===== config.mk =====
export PLATFORM = sky130hd
export DESIGN_NAME = wb_pwm_multi_flat
export DESIGN_NICKNAME = d
export VERILOG_FILES = /design/src/rtl/wb_pwm_multi_if.sv /design/src/rtl/wb_pwm_multi.sv /design/src/flat_wrapper.sv
export SDC_FILE = /design/constraint.sdc
export NUM_CORES = 1
export LEC_CHECK = 0
export CELL_PAD_IN_SITES_DETAIL_PLACEMENT = 0
export CELL_PAD_IN_SITES_GLOBAL_PLACEMENT = 1
export CORE_MARGIN = 2
export CORE_UTILIZATION = 40
export CTS_CLUSTER_DIAMETER = 60
export DETAILED_ROUTE_END_ITERATION = 8
export PLACE_DENSITY_LB_ADDON = 0.3
export SLEW_MARGIN = 10
export SYNTH_ARGS = -nofsm -noshare
export SYNTH_HDL_FRONTEND = slang
export SYNTH_SLANG_ARGS = --single-unit

===== constraint.sdc =====
create_clock -name clk -period 3.38 [get_ports clk]
set_input_delay 0.507 -clock clk [delete_from_list [all_inputs] [get_ports clk]]
set_output_delay 0.507 -clock clk [all_outputs]
set_load 0.005 [all_outputs]

===== src/rtl/wb_pwm_multi_if.sv =====
// Wishbone B4 pipelined bus bundle for wb_pwm_multi.
// Signals: wb_stb, wb_we, wb_adr, wb_dat_i (master->slave); wb_dat_o, wb_ack, wb_stall (slave->master).
interface wb_pwm_multi_if #(
    parameter int ADDR_WIDTH = 5
);
    logic                  wb_stb;
    logic                  wb_we;
    logic [ADDR_WIDTH-1:0] wb_adr;
    logic [31:0]           wb_dat_i;
    logic [31:0]           wb_dat_o;
    logic                  wb_ack;
    logic                  wb_stall;

    modport master (
        output wb_stb, wb_we, wb_adr, wb_dat_i,
        input  wb_dat_o, wb_ack, wb_stall
    );

    modport slave (
        input  wb_stb, wb_we, wb_adr, wb_dat_i,
        output wb_dat_o, wb_ack, wb_stall
    );
endinterface


===== src/rtl/wb_pwm_multi.sv =====
// wb_pwm_multi: multi-channel PWM, shared prescaler and period counter, Wishbone slave.
// Ports: clk, rst (sync, active-high), wb (slave modport), pwm_out[CHANNELS-1:0].
module wb_pwm_multi #(
    parameter int CHANNELS       = 4,
    parameter int WIDTH          = 8,
    parameter int PRESCALE_WIDTH = 16,
    parameter int ADDR_WIDTH     = 5
) (
    input  logic                clk,
    input  logic                rst,
    wb_pwm_multi_if.slave       wb,
    output logic [CHANNELS-1:0] pwm_out
);
    logic                           en_q, en_d;
    logic [CHANNELS-1:0]            pol_q, pol_d;
    logic [PRESCALE_WIDTH-1:0]      psc_val_q, psc_val_d;
    logic [WIDTH-1:0]               top_sh_q, top_sh_d;
    logic [CHANNELS-1:0][WIDTH-1:0] duty_sh_q, duty_sh_d;
    logic [WIDTH-1:0]               top_act_q, top_act_d;
    logic [CHANNELS-1:0][WIDTH-1:0] duty_act_q, duty_act_d;
    logic [PRESCALE_WIDTH-1:0]      psc_q, psc_d;
    logic [WIDTH-1:0]               cnt_q, cnt_d;
    logic [CHANNELS-1:0]            pwm_q, pwm_d;
    logic                           ack_q, ack_d;
    logic [31:0]                    dat_o_q, dat_o_d;

    int unsigned adr;
    logic        wr_en;
    logic        rd_en;
    logic [31:0] rdata;
    logic        tick;
    logic        wrap;
    logic        unused_dat;

    assign unused_dat = ^wb.wb_dat_i;

    // Register file: writes and read mux
    always_comb begin
        adr       = 32'(wb.wb_adr);
        wr_en     = wb.wb_stb && wb.wb_we;
        rd_en     = wb.wb_stb && !wb.wb_we;
        en_d      = en_q;
        pol_d     = pol_q;
        psc_val_d = psc_val_q;
        top_sh_d  = top_sh_q;
        duty_sh_d = duty_sh_q;
        rdata     = '0;

        if (wr_en) begin
            unique case (adr)
                32'd0: begin
                    en_d  = wb.wb_dat_i[0];
                    pol_d = wb.wb_dat_i[8 +: CHANNELS];
                end
                32'd1: psc_val_d = wb.wb_dat_i[PRESCALE_WIDTH-1:0];
                32'd2: top_sh_d = wb.wb_dat_i[WIDTH-1:0];
                default: begin
                    for (int i = 0; i < CHANNELS; i++) begin
                        if (adr == 32'(4 + i)) begin
                            duty_sh_d[i] = wb.wb_dat_i[WIDTH-1:0];
                        end
                    end
                end
            endcase
        end

        unique case (adr)
            32'd0: begin
                rdata[0]            = en_q;
                rdata[8 +: CHANNELS] = pol_q;
            end
            32'd1: rdata[PRESCALE_WIDTH-1:0] = psc_val_q;
            32'd2: rdata[WIDTH-1:0] = top_sh_q;
            32'd3: rdata[WIDTH-1:0] = cnt_q;
            default: begin
                for (int i = 0; i < CHANNELS; i++) begin
                    if (adr == 32'(4 + i)) begin
                        rdata[WIDTH-1:0] = duty_sh_q[i];
                    end
                end
            end
        endcase

        ack_d   = wb.wb_stb;
        dat_o_d = rd_en ? rdata : '0;
    end

    // Prescaler, period counter, shadow commit and outputs
    always_comb begin
        // >= so that lowering P below the running psc wraps on the next cycle
        tick       = en_q && (psc_q >= psc_val_q);
        wrap       = tick && (cnt_q >= top_act_q);
        psc_d      = psc_q;
        cnt_d      = cnt_q;
        top_act_d  = top_act_q;
        duty_act_d = duty_act_q;

        if (!en_q) begin
            psc_d      = '0;
            cnt_d      = '0;
            top_act_d  = top_sh_q;
            duty_act_d = duty_sh_q;
        end else begin
            psc_d = tick ? '0 : psc_q + PRESCALE_WIDTH'(1);
            if (tick) begin
                cnt_d = wrap ? '0 : cnt_q + WIDTH'(1);
            end
            // Uses the shadow value before this cycle's write, so a write
            // landing on the wrap cycle waits for the following wrap.
            if (wrap) begin
                top_act_d  = top_sh_q;
                duty_act_d = duty_sh_q;
            end
        end

        for (int i = 0; i < CHANNELS; i++) begin
            pwm_d[i] = en_q ? ((duty_act_q[i] > cnt_q) ^ pol_q[i]) : pol_q[i];
        end
    end

    always_ff @(posedge clk) begin
        if (rst) begin
            en_q       <= 1'b0;
            pol_q      <= '0;
            psc_val_q  <= '0;
            top_sh_q   <= '0;
            duty_sh_q  <= '0;
            top_act_q  <= '0;
            duty_act_q <= '0;
            psc_q      <= '0;
            cnt_q      <= '0;
            pwm_q      <= '0;
            ack_q      <= 1'b0;
            dat_o_q    <= '0;
        end else begin
            en_q       <= en_d;
            pol_q      <= pol_d;
            psc_val_q  <= psc_val_d;
            top_sh_q   <= top_sh_d;
            duty_sh_q  <= duty_sh_d;
            top_act_q  <= top_act_d;
            duty_act_q <= duty_act_d;
            psc_q      <= psc_d;
            cnt_q      <= cnt_d;
            pwm_q      <= pwm_d;
            ack_q      <= ack_d;
            dat_o_q    <= dat_o_d;
        end
    end

    assign wb.wb_ack   = ack_q;
    assign wb.wb_dat_o = dat_o_q;
    assign wb.wb_stall = 1'b0;
    assign pwm_out     = pwm_q;
endmodule


===== src/flat_wrapper.sv =====
// flat-port wrapper written by rule: the top's interface ports become plain ports
module wb_pwm_multi_flat 
#(
    parameter int CHANNELS       = 4,
    parameter int WIDTH          = 8,
    parameter int PRESCALE_WIDTH = 16,
    parameter int ADDR_WIDTH     = 5
)
  (clk, rst, pwm_out, wb_wb_stb, wb_wb_we, wb_wb_adr, wb_wb_dat_i, wb_wb_dat_o, wb_wb_ack, wb_wb_stall);
  wb_pwm_multi_if #(.ADDR_WIDTH(ADDR_WIDTH)) wb_i ();
  input  logic clk;
  input  logic rst;
  output logic [CHANNELS-1:0] pwm_out;
  input wire logic [$bits(wb_i.wb_stb)-1:0] wb_wb_stb;
  input wire logic [$bits(wb_i.wb_we)-1:0] wb_wb_we;
  input wire logic [$bits(wb_i.wb_adr)-1:0] wb_wb_adr;
  input wire logic [$bits(wb_i.wb_dat_i)-1:0] wb_wb_dat_i;
  output wire logic [$bits(wb_i.wb_dat_o)-1:0] wb_wb_dat_o;
  output wire logic [$bits(wb_i.wb_ack)-1:0] wb_wb_ack;
  output wire logic [$bits(wb_i.wb_stall)-1:0] wb_wb_stall;
  assign wb_i.wb_stb = wb_wb_stb;
  assign wb_i.wb_we = wb_wb_we;
  assign wb_i.wb_adr = wb_wb_adr;
  assign wb_i.wb_dat_i = wb_wb_dat_i;
  assign wb_wb_dat_o = wb_i.wb_dat_o;
  assign wb_wb_ack = wb_i.wb_ack;
  assign wb_wb_stall = wb_i.wb_stall;
  wb_pwm_multi #(.CHANNELS(CHANNELS), .WIDTH(WIDTH), .PRESCALE_WIDTH(PRESCALE_WIDTH), .ADDR_WIDTH(ADDR_WIDTH)) u_core (.clk(clk), .rst(rst), .wb(wb_i), .pwm_out(pwm_out));
endmodule

== Yosys cells after proc, flatten, opt, wreduce, memory -nomap -nowiden ==
Cells that the tools add are included.

* $add $sub $neg: 2
* Multiply operators: 0
* Divide/modulo/power cells: 0
* Order comparisons: 6
* Equality and inequality tests: 8
* Shift-type cells: 0
* Mux-type cells: 16
* Bitwise logic cells: 8
* Reductions and logical operators: 18

{| class="wikitable"
|+ Operator list
! cell !! count
|-
| 32-bit two-way mux || 2
|-
| 8-bit two-way mux || 7
|-
| 8-bit > comparator || 4
|-
| 7-bit one-hot mux with 4 select lines || 1
|-
| 5-bit by 3-bit equality test with 1-bit output (second input constant) || 4
|-
| 16-bit by 1-bit adder with 16-bit output (second input constant) || 1
|-
| 16-bit >= comparator || 1
|-
| 3-bit AND reduction || 4
|-
| 5-bit by 2-bit equality test with 1-bit output (second input constant) || 2
|-
| 3-bit OR reduction || 3
|-
| 8-bit by 1-bit adder with 8-bit output (second input constant) || 1
|-
| 8-bit >= comparator || 1
|-
| 4-bit one-hot mux with 2 select lines || 1
|-
| 2-bit AND reduction || 3
|-
| 5-bit by 1-bit equality test with 1-bit output (second input constant) || 1
|-
| 5-bit logical NOT || 1
|-
| 1-bit logical AND || 4
|-
| 1-bit two-way mux || 4
|-
| 1-bit inverter || 4
|-
| 1-bit one-hot mux with 4 select lines || 1
|-
| 2-bit OR reduction || 2
|-
| 1-bit bitwise XOR || 4
|-
| 2-bit inequality test (second input constant) || 1
|-
| 1-bit logical NOT || 1
|}

* Bits in registers: 162
* Bits in latches: 0
* RAM bits: 0
* ROM bits: 0
* Bits of input ports: 41
* Logic and storage cells: 78
* Memories: 0

== Depth between registers and ports, before layout ==
Gate-level depths: netlist of the first run.

* Depth after elaboration: 6
* Depth in mapped cells: 11
* Depth with buffers taken out: 8

== Worst setup path before layout of the first run ==
Ideal clock, no wire load.

* Path type: register -> register
* From: register u_core.psc_q[0]
* To: register u_core.duty_act_q[0] (netlist name)
* Library setup time: 0.072 ns
* Arrival: 2.328 ns
* Setup slack: 0.981 ns
* Cell stages (with the launch flop): 12
* Period minus slack after synthesis: 2.399 ns
* Cells stage by stage: dfxtp_1 > inv_1 > ha_1 > nand2b_1 > a2111o_1 > a32oi_2 > and2_0 > buf_4 > o21a_1 > buf_6 > buf_12 > mux2i_1

* Cells in the longest elaborated chain, start to end: 4

{| class="wikitable"
|+ RTL lines
! item !! RTL line !! source
|-
| start, declared || wb_pwm_multi.sv:21 || <nowiki>logic [PRESCALE_WIDTH-1:0] psc_q, psc_d;</nowiki>
|-
| start signal, assigned || wb_pwm_multi.sv:143 || <nowiki>psc_q <= psc_d;</nowiki>
|-
| 16-bit >= comparator || wb_pwm_multi.sv:91 || <nowiki>tick = en_q && (psc_q >= psc_val_q);</nowiki>
|-
| 1-bit logical AND || wb_pwm_multi.sv:91 ||
|-
| 1-bit logical AND || wb_pwm_multi.sv:92 || <nowiki>wrap = tick && (cnt_q >= top_act_q);</nowiki>
|-
| 2-bit inequality test (no source line) || n/a ||
|-
| end signal, assigned || wb_pwm_multi.sv:142 || <nowiki>duty_act_q <= duty_act_d;</nowiki>
|-
| end, declared || wb_pwm_multi.sv:20 || <nowiki>logic [CHANNELS-1:0][WIDTH-1:0] duty_act_q, duty_act_d;</nowiki>
|}

No other way between the ends.
A chain may end at the register's enable or synchronous reset.

== Worst setup path in the final report of the first run ==
* From: register u_core.psc_q[0]
* To: register u_core.duty_act_q[17] (netlist name)

Same word-level chain as after synthesis.

==> results of run 1 <==
stage by stage:
stage	std cells	total power, mW	area (µm²)	hold slack [ns]
detailed placement	1079	1.93	8140	0.446
CTS	1111	3.98	8780	0.332
floorplan	838	1.86	7610	0.436
finish	1111	3.95	8780	0.345
global route	1111	4.07	8780	0.339
global placement	1079	1.92	8140	0.443
layout make-up:
cell class | count | area (µm²)
fill | 1835 | 9800
multi-input combinational | 596 | 4190
sequential | 146 | 2920
timing repair buffer | 61 | 581
clock buffer | 18 | 439
tap | 234 | 293
clock inverter | 14 | 201
inverter | 42 | 158
power by group through the flow:
stage               sequential, mW  combinational, mW  clock, mW
floorplan                     1.77             0.0979          0
global placement              1.77              0.157          0
detailed placement            1.77              0.158          0
CTS                           1.73              0.158       2.09
global route                  1.73              0.170       2.17
finish                        1.73              0.158       2.06
state kept, by name, summed over array words and instances, names as in the netlist:
signal / flops
u_core.pol_q: 4
u_core.wb.wb_ack: 1
u_core.en_q: 1
u_core.top_sh_q: 8
u_core.top_act_q: 8
u_core.wb.wb_dat_o: 16
u_core.psc_val_q: 16
u_core.psc_q: 16
u_core.cnt_q: 8
u_core.duty_act_q: 32
u_core.pwm_out: 4
u_core.duty_sh_q: 32
synth_stat cells, types with 2 or more instances:
| cell type | number | area share |
|---|---|---|
| a211oi_1 | 2 | 0.0020 |
| a21oi_1 | 40 | 0.027 |
| a221oi_1 | 9 | 0.010 |
| a22o_1 | 4 | 0.0046 |
| a22oi_1 | 4 | 0.0040 |
| and2_1 | 2 | 0.0017 |
| and3_1 | 8 | 0.0066 |
| and4_1 | 2 | 0.0023 |
| buf_1 | 3 | 0.0015 |
| buf_12 | 4 | 0.011 |
| buf_4 | 18 | 0.018 |
| clkbuf_1 | 27 | 0.013 |
| dfxtp_1 | 146 | 0.39 |
| ha_1 | 58 | 0.096 |
| inv_1 | 42 | 0.021 |
| mux2_2 | 8 | 0.012 |
| mux2i_1 | 89 | 0.12 |
| mux4_2 | 5 | 0.015 |
| nand2_1 | 54 | 0.027 |
| nand2b_1 | 88 | 0.073 |
| nand3_1 | 14 | 0.0093 |
| nand4_1 | 15 | 0.012 |
| nor2_1 | 89 | 0.044 |
| nor2b_1 | 14 | 0.012 |
| nor3_1 | 9 | 0.0060 |
| nor3_2 | 2 | 0.0027 |
| o21a_1 | 5 | 0.0050 |
| o21ai_0 | 21 | 0.014 |
| o221ai_1 | 4 | 0.0046 |
| or3_1 | 3 | 0.0025 |
| xnor2_1 | 10 | 0.012 |
| xor2_1 | 9 | 0.010 |
cell families after synthesis:
family                   Yosys count
AO/OA/AOI/OAI                     96
multiplexers                     102
XOR/XNOR                          19
adder cells (fa/ha/maj)           58
other                              1
AND/OR/NAND/NOR                  304
buffers and inverters             96
flip-flops                       146
final timing paths:
kind	start	to	slack (ns)	cells past startpoint
worst max-delay path	u_core.psc_q[0]$_SDFF_PP0_	u_core.duty_act_q[17]$_SDFFE_PP0P_	0.69	9
worst min-delay path	rst	u_core.wb.wb_ack$_SDFF_PP0_	0.34	2
worst max register to register	u_core.psc_q[0]$_SDFF_PP0_	u_core.duty_act_q[17]$_SDFFE_PP0P_	0.69	9
worst min register to register	u_core.psc_val_q[4]$_SDFFE_PP0P_	u_core.psc_val_q[4]$_SDFFE_PP0P_	0.45	2
layer usage:
metal | track usage | share of wire
met1 | 0.281 | 0.51
met2 | 0.302 | 0.44
met3 | 0.0412 | 0.033
met4 | 0.0495 | 0.013
met5 | 0 | 0
critical path, cell delays in order, from the launching register on:
cell and delay, ns:
dfxtp_1 0.42, inv_1 0.07, ha_1 0.28, nand2b_1 0.14, a2111o_1 0.42, a32oi_2 0.37
and2_0 0.21, o21a_2 0.15, buf_12 0.30, mux2i_1 0.24
==> summary.md, run 1 <==
| Metric | Value |
|---|---|
| Status | finished, final reports clean |
| Sw frac | 0.226 |
| PortBufs | 45 |
| First-pass GRT wire length | between 20000 and 30000 µm |
| Final wirelength | between 15000 and 20000 µm |
| Fraction of the yosys area taken by sequential cells | 0.387 |
| Commonest non-fill, non-tap cells in the layout | dfxtp_1, nor2_1, mux2i_1 |
| Post-synthesis cell count | 822 |
| Gate power share | 0.040 |
| Worst Setup Start Kind | flip-flop |
| Post-DP HPWL | 13400 µm |
| CTS buffer count | 17 |
| Yosys reg bits | roughly 150 |
| Final Hold Violating Endpoints | 0 |
| Number of synthesized flops with an enable pin | 0 |
| Tmin final | about 2.7 ns |
| Iter 0 DRT Violations | between 300 and 400 |
| Synthesis-to-layout area growth | 16.4% |
| Pre-antenna DRT Iters | 5 |
| Die area | 20000 µm² |
| CTS H-Tree Depth | 4 |
| Via count | about 5600 |
| Largest family of logic cells by synthesized area | simple AND/OR/NAND/NOR gates |
| Largest net degree at the start of global routing | 84 |
| Final net count | around 960 |
| Fmax achieved | 371 MHz |
| Post-CTS Hold Fix Bufs | 0 |
| Synth warn | 0 |
| Kind of critical path | reg2reg |
| Drt wl/cell | ~17 µm |
| Row cnt | 50 |
| Required @ worst endpoint | 3.74 ns |
| # resized after CTS | 0 |
| Initial antenna violation count | 0 |
| Drt drc | 0 |
| Synth Area in XOR/XNOR | 0.0220 |
| Hold/Removal Path Class | in2reg |
| Slew margin rel. | 0.538 |
| Max Slew Vio Count | 0 |
| TritonCTS clock tree | yes |
| RSZ-0062 raised after global routing | no |
| Worst vdd ir | roughly 0.35 mV |
| Final GP Congestion | 0.782 |
| Post-synth top flop | dfxtp_1 |
| Crit. End Element | flip-flop |
| P_sw | between 800 and 900 µW |
| Initial core utilization | 0.406 |
| Max Cap Viol | 0 |
| Clk Tree Root Cell | clkbuf_16 |
| Pre-CTS setup slack | about 0.60 ns |
| Layout Utilization | 0.473 |
| Worst-path clk slew | 0.07 ns |
| Leakage power | 3.17 nW |
| Post-synthesis mux area share | 0.145 |
| Clock Path Buffers | 2 |
| I/O pin count | 79 |
| Area of the mapped netlist | around 7500 µm² |
| Die height | around 140 µm |
| PwrDens | about 450 nW/µm² |
| Simple-gate area share of the yosys netlist | 0.203 |
| Via-per-instance ratio | approximately 5 |
| Grt ovf | 0 |
| Core Footprint | 18600 µm² |
| Number of library cell types mapped by synthesis | 46 |
| Critical-path maximum fanout | 40 |
| GRT Util Overall | 0.196 |
| Int Power | between 3 and 4 mW |
| Vias in the first global route | 5234 |
| Adder-cell share of the synthesized area | 0.0961 |
| Slew at the pin with the worst max-slew slack | slightly below 0.7 ns |
| Fraction of registers with async set/reset | 0 |
| Share of total power in sequential cells | 0.438 |
| Layout cells sized above 1 | 0.0775 |
| Antenna Nets Post-Route | 0 |
| Ant. Diodes | 0 |
| Worst clock skew | 0.0114 ns |
| Complex-gate fraction of the synthesized area | 0.0802 |
| Clock Latency Late Sink | around 0.44 ns |
| Setup violators final | 0 |
| Crit path DAT | just over 3 ns |
| Die Wd | around 140 µm |
| Commonest non-fill, non-tap cell in the layout | dfxtp_1 |
| Postcts setup bufs | 0 |
| CTS sink cnt | about 150 |
| Clock power frac | 0.522 |
| Final worst slack | about 0.7 ns |
| Fin crit share | 0.797 |
| Setup TNS Final | 0 ns |
| Post-synthesis area per instance | ~9.2 µm² |
Note: power is estimated with default switching activity, not from simulation.
==> inputs of run 2 (changes only) <==
==> constraint.sdc (replaced) <==
create_clock -name clk -period 2.6 [get_ports clk]
set_input_delay 0.39 -clock clk [delete_from_list [all_inputs] [get_ports clk]]
set_output_delay 0.39 -clock clk [all_outputs]
set_load 0.005 [all_outputs]
==> run 2 against run 1 <==
Die area stayed put. Routed wire length is 0.70% higher. Combinational power is 35% higher. Critical endpoint is now u_core.duty_act_q[10]$_SDFFE_PP0P_. Hold slack worse by 0.070 ns. Design area is 1.1% higher. Core utilization is 0.50 points higher. Largest cell class unchanged. Via count is 0.89% higher. Setup slack worse by 0.50 ns. Critical path depth stayed put. Global-route usage is 0.39 points higher.
==> summary.md, run 2 (synthesis results as in run 1) <==
| Metric | Value |
|---|---|
| Row cnt | 50 |
| Crit. End Element | flip-flop |
| Max Slew Vio Count | 0 |
| I/O pin count | 79 |
| Fmax achieved | between 400 and 500 MHz |
| Sw frac | 0.236 |
| Die area | between 15000 and 20000 µm² |
| Crit path DAT | ~2.8 ns |
| Via count | between 5000 and 6000 |
| Ant. Diodes | 0 |
| Worst hold start | rst |
| Clk Tree Root Cell | clkbuf_16 |
| Max Cap Viol | 0 |
| Final Hold Violating Endpoints | 0 |
| Core Footprint | roughly 19000 µm² |
| Initial antenna violation count | 0 |
| TritonCTS clock tree | yes |
| Drt drc | 0 |
| Gate power share | 0.044 |
| Antenna Nets Post-Route | 0 |
| Kind of critical path | reg2reg |
| Reg2Reg Setup Slack | approximately 0.19 ns |
| Finished Cell Area | 8880 µm² |
| Commonest non-fill, non-tap cell in the layout | dfxtp_1 |
| Status | finished, final reports clean |
| Largest regs | u_core.duty_act_q: 32 flops, u_core.duty_sh_q: 32 flops |
| Setup TNS Final | 0 ns |
| Synthesis-to-layout area growth | 17.6% |
| RSZ-0062 raised after global routing | no |
| Iter 0 DRT Violations | slightly below 400 |
| Final GP Congestion | between 0.7 and 0.8 |
| Slew margin rel. | 0.387 |
| Die height | 141 µm |
| Clock Latency Late Sink | about 0.43 ns |
| Fin crit share | 0.927 |
| Worst vdd ir | ~0.48 mV |
| P_sw | 1.15 mW |
| Vias in the first global route | 5404 |
| CP startpoint | u_core.psc_q[0]$_SDFF_PP0_ |
| Hold EP | u_core.wb.wb_ack$_SDFF_PP0_ |
| CTS sink cnt | between 100 and 150 |
| Pre-antenna DRT Iters | 5 |
| Hold/Removal Path Class | in2reg |
| Leakage power | approximately 3.2 nW |
| Share of total power in sequential cells | 0.462 |
| CTS buffer count | 17 |
| Depth of the worst hold-timing path | 2 |
| PwrDens | ~550 nW/µm² |
| Initial core utilization | 0.406 |
| Clock power frac | 0.495 |
| # resized after CTS | 0 |
| Post-DP HPWL | 14100 µm |
| Layout cells sized above 1 | 0.0980 |
| Die Wd | about 140 µm |
| Largest net degree at the start of global routing | between 100 and 150 |
| Area post-placement | approximately 8300 µm² |
| CTS H-Tree Depth | 4 |
| Clock Path Buffers | 2 |
| Required @ worst endpoint | about 3 ns |
| R2R cell count | 9 |
| Tmin final | 2.41 ns |
| Worst clock skew | roughly 0.0092 ns |
| Critical-path maximum fanout | 8 |
| GRT Util Overall | 0.200 |
| Drt wl/cell | approximately 17 µm |
| Postcts setup bufs | 0 |
| Via-per-instance ratio | 5.01 |
| Reg2reg end | u_core.duty_act_q[10]$_SDFFE_PP0P_ |
| Setup violators final | 0 |
| Final net count | around 980 |
| Final wirelength | 19100 µm |
| Worst-path clk slew | 0.07 ns |
| PortBufs | 45 |
| Post-CTS Hold Fix Bufs | 0 |
| Reg2reg start | u_core.psc_q[0]$_SDFF_PP0_ |
| Slew at the pin with the worst max-slew slack | 0.920 ns |
| First-pass GRT wire length | 30400 µm |
| Grt ovf | 0 |
| Int Power | about 3.7 mW |
| Worst Setup Start Kind | flip-flop |
| Commonest non-fill, non-tap cells in the layout | dfxtp_1, nor2_1, mux2i_1 |
-- run 2: layout make-up --
cell class	instances	area, µm²
tap	234	293
clock buffer	20	457
fill	1814	9700
clock inverter	12	120
inverter	42	158
multi-input combinational	596	4190
sequential	146	2920
timing repair buffer	82	738
-- run 2: worst max-delay path by stage --
stage                                         endpoint  depth (start not counted)
global route        u_core.duty_act_q[13]$_SDFFE_PP0P_                          9
finish              u_core.duty_act_q[10]$_SDFFE_PP0P_                          9
detailed placement  u_core.duty_act_q[10]$_SDFFE_PP0P_                          8
global placement          u_core.cnt_q[3]$_SDFFE_PP0P_                          9
CTS                 u_core.duty_act_q[10]$_SDFFE_PP0P_                          8
floorplan            u_core.duty_act_q[0]$_SDFFE_PP0P_                         11
-- run 2: layer usage --
| layer | up-vias | part of all wire | track usage |
|---|---|---|---|
| met3 | 20 | 0.037 | 0.0344 |
| li1 | 2905 | - | - |
| met1 | 2634 | 0.52 | 0.291 |
| met2 | 113 | 0.43 | 0.302 |
| met5 | - | 0 | 0 |
| met4 | 0 | 0.016 | 0.0621 |
-- run 2: power by group through the flow --
stage / combinational [mW] / clock (mW) / sequential (mW)
floorplan: 0.127 / 0 / 2.30
global placement: 0.214 / 0 / 2.30
detailed placement: 0.214 / 0 / 2.30
CTS: 0.214 / 2.45 / 2.25
global route: 0.230 / 2.55 / 2.25
finish: 0.214 / 2.41 / 2.25
-- run 2: critical path, cell delays in order (launching register included) --
cell and delay [ns]:
dfxtp_1 0.33, inv_1 0.05, ha_1 0.27, nand2b_1 0.14, a2111o_1 0.42, a32oi_2 0.21
and2_0 0.19, o21a_2 0.26, buf_4 0.24, mux2i_1 0.22
-- run 2: through the flow --
step / power (mW) / utilization / hold WS (ns) / worst slack, ns / std cells
after floorplan: 2.42 / - / 0.436 / 0.201 / 838
after global placement: 2.51 / 0.447 / 0.444 / 0.240 / 1100
after detailed placement: 2.51 / 0.447 / 0.448 / 0.188 / 1100
after CTS: 4.92 / 0.478 / 0.249 / 0.161 / 1132
after global routing: 5.03 / 0.478 / 0.269 / 0.0434 / 1132
final: 4.87 / 0.478 / 0.275 / 0.190 / 1132
==> inputs of run 3 (changes only) <==
--- a/config.mk
+++ b/config.mk
@@ -5,6 +5,7 @@
 export SDC_FILE = /design/constraint.sdc
 export NUM_CORES = 1
 export LEC_CHECK = 0
+export ABC_CLOCK_PERIOD_IN_PS = 2600
 export CELL_PAD_IN_SITES_DETAIL_PLACEMENT = 0
 export CELL_PAD_IN_SITES_GLOBAL_PLACEMENT = 1
 export CORE_MARGIN = 2
==> results of run 3 <==
Final layout, timing and power as in run 2 (identical DEF).
